$ cat src/rtl/regfile.sv
// regfile: four-entry general-purpose register file with two combinational
// read ports, one synchronous write port and a dedicated stack-pointer output.
// R3 doubles as the stack pointer and is reset to SP_RESET; R0..R2 reset to 0.
// Optional feature macro: REGFILE_BYPASS_EN enables write-first forwarding
// from the write port to each read port within the same cycle.
module regfile #(
  parameter int                 DATA_W   = 8,
  parameter logic [DATA_W-1:0]  SP_RESET = 8'hFF
) (
  input  logic              clk,
  input  logic              rst,
  input  logic [1:0]        rd_addr1,
  input  logic [1:0]        rd_addr2,
  output logic [DATA_W-1:0] rd_data1,
  output logic [DATA_W-1:0] rd_data2,
  input  logic              wr_en,
  input  logic [1:0]        wr_addr,
  input  logic [DATA_W-1:0] wr_data,
  output logic [DATA_W-1:0] sp_out
);

  localparam int NUM_REGS = 4;
  localparam logic [1:0] SP_IDX = 2'd3;

  logic [DATA_W-1:0] regs [NUM_REGS];

  // A write that will actually land on the next edge; reset discards it.
  logic wr_live;
  assign wr_live = wr_en && !rst;

  // Register storage: reset wins over a simultaneous write, otherwise the
  // addressed register loads the write data and the rest hold.
  always_ff @(posedge clk) begin
    if (rst) begin
      regs[0] <= '0;
      regs[1] <= '0;
      regs[2] <= '0;
      regs[3] <= SP_RESET;
    end else if (wr_en) begin
      regs[wr_addr] <= wr_data;
    end
  end

`ifdef REGFILE_BYPASS_EN
  // Read port 1: stored value, replaced by the in-flight write data when the
  // same register is being written this cycle.
  always_comb begin
    rd_data1 = regs[rd_addr1];
    if (wr_live && (rd_addr1 == wr_addr)) begin
      rd_data1 = wr_data;
    end
  end

  // Read port 2: same forwarding rule, independent of port 1.
  always_comb begin
    rd_data2 = regs[rd_addr2];
    if (wr_live && (rd_addr2 == wr_addr)) begin
      rd_data2 = wr_data;
    end
  end
`else
  // Read port 1: plain stored value; a write shows up only after its edge.
  always_comb begin
    rd_data1 = regs[rd_addr1];
  end

  // Read port 2: plain stored value, independent of port 1.
  always_comb begin
    rd_data2 = regs[rd_addr2];
  end

  // Without forwarding the live-write qualifier has no reader.
  logic unused_wr_live;
  assign unused_wr_live = wr_live;
`endif

  // The stack pointer always reflects stored R3 and is never forwarded.
  assign sp_out = regs[SP_IDX];

endmodule

$ cat config.mk
export PLATFORM = sky130hd
export DESIGN_NAME = regfile
export DESIGN_NICKNAME = d
export VERILOG_FILES = /design/src/rtl/regfile.sv
export SDC_FILE = /design/constraint.sdc
export NUM_CORES = 1
export LEC_CHECK = 0
export CAP_MARGIN = 5
export CORE_MARGIN = 2
export CORE_UTILIZATION = 44
export DETAILED_ROUTE_END_ITERATION = 10
export PLACE_DENSITY = 0.75
export RECOVER_POWER = 25
export SETUP_SLACK_MARGIN = 0.02
export SYNTH_ARGS = -nofsm -noshare
export SYNTH_HDL_FRONTEND = slang
export SYNTH_SLANG_ARGS = --single-unit
$ cat constraint.sdc
create_clock -name clk -period 1.05 [get_ports clk]
set_input_delay 0.21 -clock clk [delete_from_list [all_inputs] [get_ports clk]]
set_output_delay 0.21 -clock clk [all_outputs]
set_load 0.02 [all_outputs]
Yosys cells after proc, flatten, opt, wreduce, memory -nomap -nowiden
Memories as Yosys holds them, arrays and structs flattened.
Index checks and enable logic that the tools add are counted.
{ "op_classes": {"add_sub_neg": 0, "n_mul": 0, "div_mod_pow": 0, "n_lt_le_gt_ge": 0, "eq_ne": 0, "n_shift": 0, "mux": 8, "bitwise_logic": 0, "n_reduce_logical": 1} }
{ "op_table": {"columns": ["cell", "n"], "rows": [
  ["$mux 8", 1],
  ["$reduce_or 8->1", 1],
  ["$mux 1", 6],
  ["$mux 2", 1]
]} }
{ "totals": {"ff_bits": 0, "latchBits": 0, "ramBits": 32, "mem_bits_ro": 0, "inputBits": 17, "output_inout_bits": 24, "memories": 1} }
{ "memory_table": {"columns": ["name", "words", "word_bits", "rd", "rd_ports_with_merged_regs", "write_ports", "line", "source"], "rows": [
  ["regs", 4, 8, 3, 0, 4, "25", "logic [DATA_W-1:0] regs [NUM_REGS];"]
]} }

Depth between registers and ports, before layout
Gate-level depths: netlist (run 1).
{ "depth": {"ltp_word": 5, "mapped_depth": 2, "ltp_nobuf": 2} }

Worst setup path after synthesis (run 1)
OpenSTA, ideal clock, no wires.
{ "synth_timing": {"path_type": "register -> output", "from": "mem regs[3][0]", "to": "out rd_data1[0]", "arrival_time_ps": 1052, "t_required_ps": 840, "path_slack_ps": -212, "stages_incl_launch_ff": 2, "path_buffers": 0, "path_cell_list": "edfxtp_1 > mux4_2"} }
{ "synth_lines": {"columns": ["element", "line", "source"], "rows": [
  ["start, declared", "25", null],
  ["end, declared", "14", "output logic [DATA_W-1:0] rd_data1,"]
]} }

==> results of run 1 <==
-- worst max path at each step --
stage,startpoint,to,slack [ps],depth (start not counted)
2_1_floorplan,regs[3][0],rd_data1[0],-210,1
3_3_place_gp,rd_addr1[0],rd_data1[5],-1100,4
3_5_place_dp,rd_addr2[0],rd_data2[3],-1100,4
4_1_cts,regs[3][2],rd_data2[2],-520,2
5_1_grt,regs[3][7],rd_data1[7],-550,2
6_report,regs[3][5],rd_data2[5],-520,2
-- worst max-delay path, stage by stage, from the launching register on --
cell,delay (ps)
edfxtp_1,410
mux4_2,510
buf_6,150
-- layout make-up --
cell class,count,area (um^2)
clock inverters,2,7.51
repair buffers,57,578
inverters,1,3.75
clock buffers,5,68.8
flip-flops and latches,32,961
fillers,293,1310
well taps,48,60.1
multi-input cells,58,671
-- kinds of logic (layout without fill, tap and decap cells) --
| family | after synthesis | in the layout | share of synthesized area (%) |
|---|---|---|---|
| compound gates | 4 | 4 | 2.03 |
| simple gates | 38 | 38 | 16.4 |
| mux | 16 | 16 | 21.7 |
| buf+inv | 5 | 65 | 2.18 |
| flops | 32 | 32 | 57.7 |
-- where the power goes --
group          total (mW)  switching [mW]  internal (mW)
Sequential           1.56          0.0506           1.51
Clock               0.864           0.428          0.436
Combinational       0.807           0.349          0.458
-- layout by cell type (no fill, tap or decap) --
cell type,count
a21o_2,1
a31o_1,1
a31o_2,1
and2_1,24
and2b_2,1
and4bb_4,2
buf_12,2
buf_4,10
buf_6,29
clkbuf_1,1
clkbuf_2,3
clkbuf_8,5
clkdlybuf4s50_1,10
clkinv_1,2
dlygate4sd2_1,2
edfxtp_1,32
inv_1,1
mux4_2,16
nand2_1,1
nand2b_1,8
nor2_1,1
nor4b_4,1
o21bai_2,1
-- timing repair --
action                                  4_1_cts  5_1_grt
cloned                                        0        0
resized for setup                           152       14
buffers inserted                              2        4
pin swaps                                     0        2
endpoints found under the setup margin       88       77
-- stage by stage --
stage / setup WS, ps / power (mW)
2_1_floorplan: -212 / 1.95
3_3_place_gp: -1100 / 2.34
3_5_place_dp: -1100 / 2.36
4_1_cts: -524 / 3.25
5_1_grt: -551 / 3.37
6_report: -517 / 3.23
-- per-layer routing --
layer	track usage (%)	part of all wire [%]	vias up
met2	33.7	55	33
met4	7.03	1.5	0
met3	5.31	4.7	7
met5	0	0	-
met1	19.9	39	536
li1	-	-	495
==> run metrics, run 1 <==
largest net degree at the start of global routing 10; Core ar. 3660 um^2; Non-Filler Instances 203; Min Hold Slack 484 ps; Slew HR 68.1%; DR iter-0 viols 54; Starting Density 45.5%; Hold Fails Final Rpt 0; maximum clock path buffer count 2; WL/cell 17.0 um; post-synthesis sequential area ratio 57.7%; die area 4290 um^2; First-pass DRT Iterations 4; largest register by flop count regs; post-synthesis net count 112; Cell Rows 22; via count 1071; Num CTS Buffers 5; placed cell areas 2250 um^2; Largest regs regs: 32 flops; syn avg cell area 17.5 um^2; Worst Max-Slew Pin Slew 478 ps; flops & latches, synth 32; DIE WIDTH 65.5 um; H-tree depth 2; failing checks negative setup slack; Total GRT Usage 18.4%; Synthesis Warnings 0; clock slew at reported path FFs 60 ps; Async SR Flop Fraction 0%; initial antenna violation count 0; Power per Cell Area 1380 nW/um^2; number of synthesized flops with an enable pin 32; Area growth, synth to finish 41.2%; final core occ 64.2%; CTS tree done; count of final setup violators 32; Post-DRT Antenna Nets 0; Leakage 0.892 nW; post-DP HPWL 2450 um; Placed Cells 196; I/O Pins 41; final worst setup slack -517 ps; Worst Hold Class in2reg; proportion of layout cells with a drive suffix above 1 46.5%; status complete, but fails checks; Hold Startpoint rst; max reg flops 32; post-route setup TNS -9040 ps; final WL 3450 um; top cells by area, synth edfxtp_1 58%, mux4_2 22%, and2_1 9.0%; RSZ-0062 raised after global routing true; Nets 172; share of the synthesized area in the top cell type 57.7%; Post-Synthesis Cells 95; first-pass GRT wire length 5540 um; vias in the first global route 1125; synthesized area 1660 um^2; synth unique cells 15; Min-Delay Endpoint regs[2][5]; Main synth FF type edfxtp_1; Hold Crit Depth 3; # DRC 0; crit path kind reg2out; crit path max fanout 3; Setup crit start kind flip-flop; Diodes inserted 0; CP Data Required Time 840 ps; number of port buffers 40; final period utilization 149%; cts hold-fix bufs 0; final instance area 2350 um^2; Pins Over Slew Limit 0; element type at the critical path end output pin; fin crit period 1570 ps; grt ovf 0; Max Fclk 638 MHz; CTS sink cnt 32; average vias per placed instance 5.28; number of max-cap violations 0; most frequent cells after synthesis 32 x edfxtp_1, 24 x and2_1, 16 x mux4_2; peak supply drop 0.914 mV; root buffer cell clkbuf_8; cell accounting for the most synthesized area edfxtp_1; die height 65.5 um; RePlAce Congestion 0.725; worst endpoint data arrival time 1360 ps; most frequent cell after synthesis edfxtp_1
Note: power is estimated with default switching activity, not from simulation.
==> run 2: changes to the inputs <==
==> constraint.sdc (replaced) <==
create_clock -name clk -period 1.05 [get_ports clk]
set_input_delay 0.21 -clock clk [delete_from_list [all_inputs] [get_ports clk]]
set_output_delay 0.21 -clock clk [all_outputs]
set_load 0.005 [all_outputs]
==> run metrics, run 2 (synthesized netlist as in run 1, its figures left out) <==
status complete, but fails checks; failing checks negative setup slack; Pins Over Slew Limit 0; commonest non-fill, non-tap cell in the layout edfxtp_1; max reg flops 32; Hold Fails Final Rpt 0; final WL 3590 um; first-pass GRT wire length 5850 um; CP Data Required Time 840 ps; Power per Cell Area 1260 nW/um^2; most frequent cells in the layout 32 x edfxtp_1, 24 x and2_1, 22 x buf_6; crit path kind reg2out; final period utilization 156%; initial antenna violation count 0; Worst Max-Slew Pin Slew 495 ps; WL/cell 16.2 um; Cell Rows 22; crit path max fanout 2; I/O Pins 41; Slew HR 67.0%; number of max-cap violations 0; First-pass DRT Iterations 4; Max Fclk 611 MHz; met1 Usage GRT 21.7%; Switch Pwr 685 uW; vias in the first global route 1199; Non-Filler Instances 221; root buffer cell clkbuf_8; proportion of layout cells with a drive suffix above 1 51.4%; maximum clock path buffer count 2; H-tree depth 2; Nets 190; cts hold-fix bufs 0; peak supply drop 1.07 mV; number of port buffers 40; post-DP HPWL 2460 um; clock slew at reported path FFs 60 ps; die area 4290 um^2; # DRC 0; largest register by flop count regs; sequential share of power 50.9%; Num CTS Buffers 5; fin crit period 1640 ps; total power 3.07 mW; Worst Hold Class in2reg; RePlAce Congestion 0.724; DIE WIDTH 65.5 um; Placed Cells 196; average vias per placed instance 5.12; M2 GR Usage 35.6%; Pint 2.39 mW; count of final setup violators 32; grt ovf 0; Largest regs regs: 32 flops; GRT busiest layer met2; Starting Density 45.5%; Total GRT Usage 19.0%; final core occ 66.6%; RSZ-0062 raised after global routing true; Core ar. 3660 um^2; Leakage 0.963 nW; Diodes inserted 0; element type at the critical path end output pin; Post-Place Setup Slack -1010 ps; sw frac 22.3%; DR iter-0 viols 21; final worst setup slack -587 ps; GR Util met3 4.11%; largest net degree at the start of global routing 10; logic gate share of total power 21.8%; Setup crit start kind flip-flop; CTS tree done; Area growth, synth to finish 46.5%; Post-DRT Antenna Nets 0; clock share of power 27.3%; via count 1132; worst endpoint data arrival time 1430 ps; die height 65.5 um; CTS sink cnt 32; Min Hold Slack 528 ps
## run 2: layer usage
layer,share of wire (%),up-vias,routed length (um)
met5,0,-,0
met4,0.59,0,21
met3,5.7,4,206
met2,56,42,2010
met1,38,557,1350
li1,-,529,-
## run 2: power groups by stage
stage	Combinational (mW)	Sequential, mW	Clock, mW
final	0.669	1.56	0.838
after CTS	0.668	1.56	0.863
after detailed placement	0.645	1.59	0
after floorplan	0.248	1.58	0
after global routing	0.718	1.58	0.918
after global placement	0.635	1.58	0
## run 2: layout make-up
class | count | area (um^2)
Inverter | 1 | 3.75
Clock buffer | 5 | 68.8
Sequential cell | 32 | 961
Multi-Input combinational cell | 58 | 669
Tap cell | 48 | 60.1
Fill cell | 285 | 1220
Clock inverter | 2 | 7.51
Timing Repair Buffer | 75 | 668
## run 2: critical path, stage by stage, from the launching register on
cell and delay (ps):
edfxtp_1 410, buf_6 140, mux4_2 460, buf_2 140
## run 2: timing repair
| item | in CTS | in global routing |
|---|---|---|
| gates resized for setup | 120 | 15 |
| setup buffers | 19 | 4 |
| endpoints found under the setup margin | 88 | 69 |
## run 2: worst paths after layout
check	start	endpoint	slack, ps	depth (start not counted)
min	wr_addr[0]	regs[2][5]	530	3
max	regs[3][2]	rd_data2[2]	-590	3
## run 2: stage by stage
| stage | instance area [um^2] | setup TNS (ps) |
|---|---|---|
| final | 2440 | -9980 |
| after global routing | 2440 | -11200 |
| after CTS | 2440 | -9510 |
| after detailed placement | 2250 | -49580 |
| after global placement | 2250 | -46550 |
| after floorplan | 1670 | -559 |
==> run 3: changes to the inputs <==
- CTS_CLUSTER_SIZE: not set -> 12
==> results of run 3 <==
The final DEF is identical to that of run 2; final timing and power are the same.
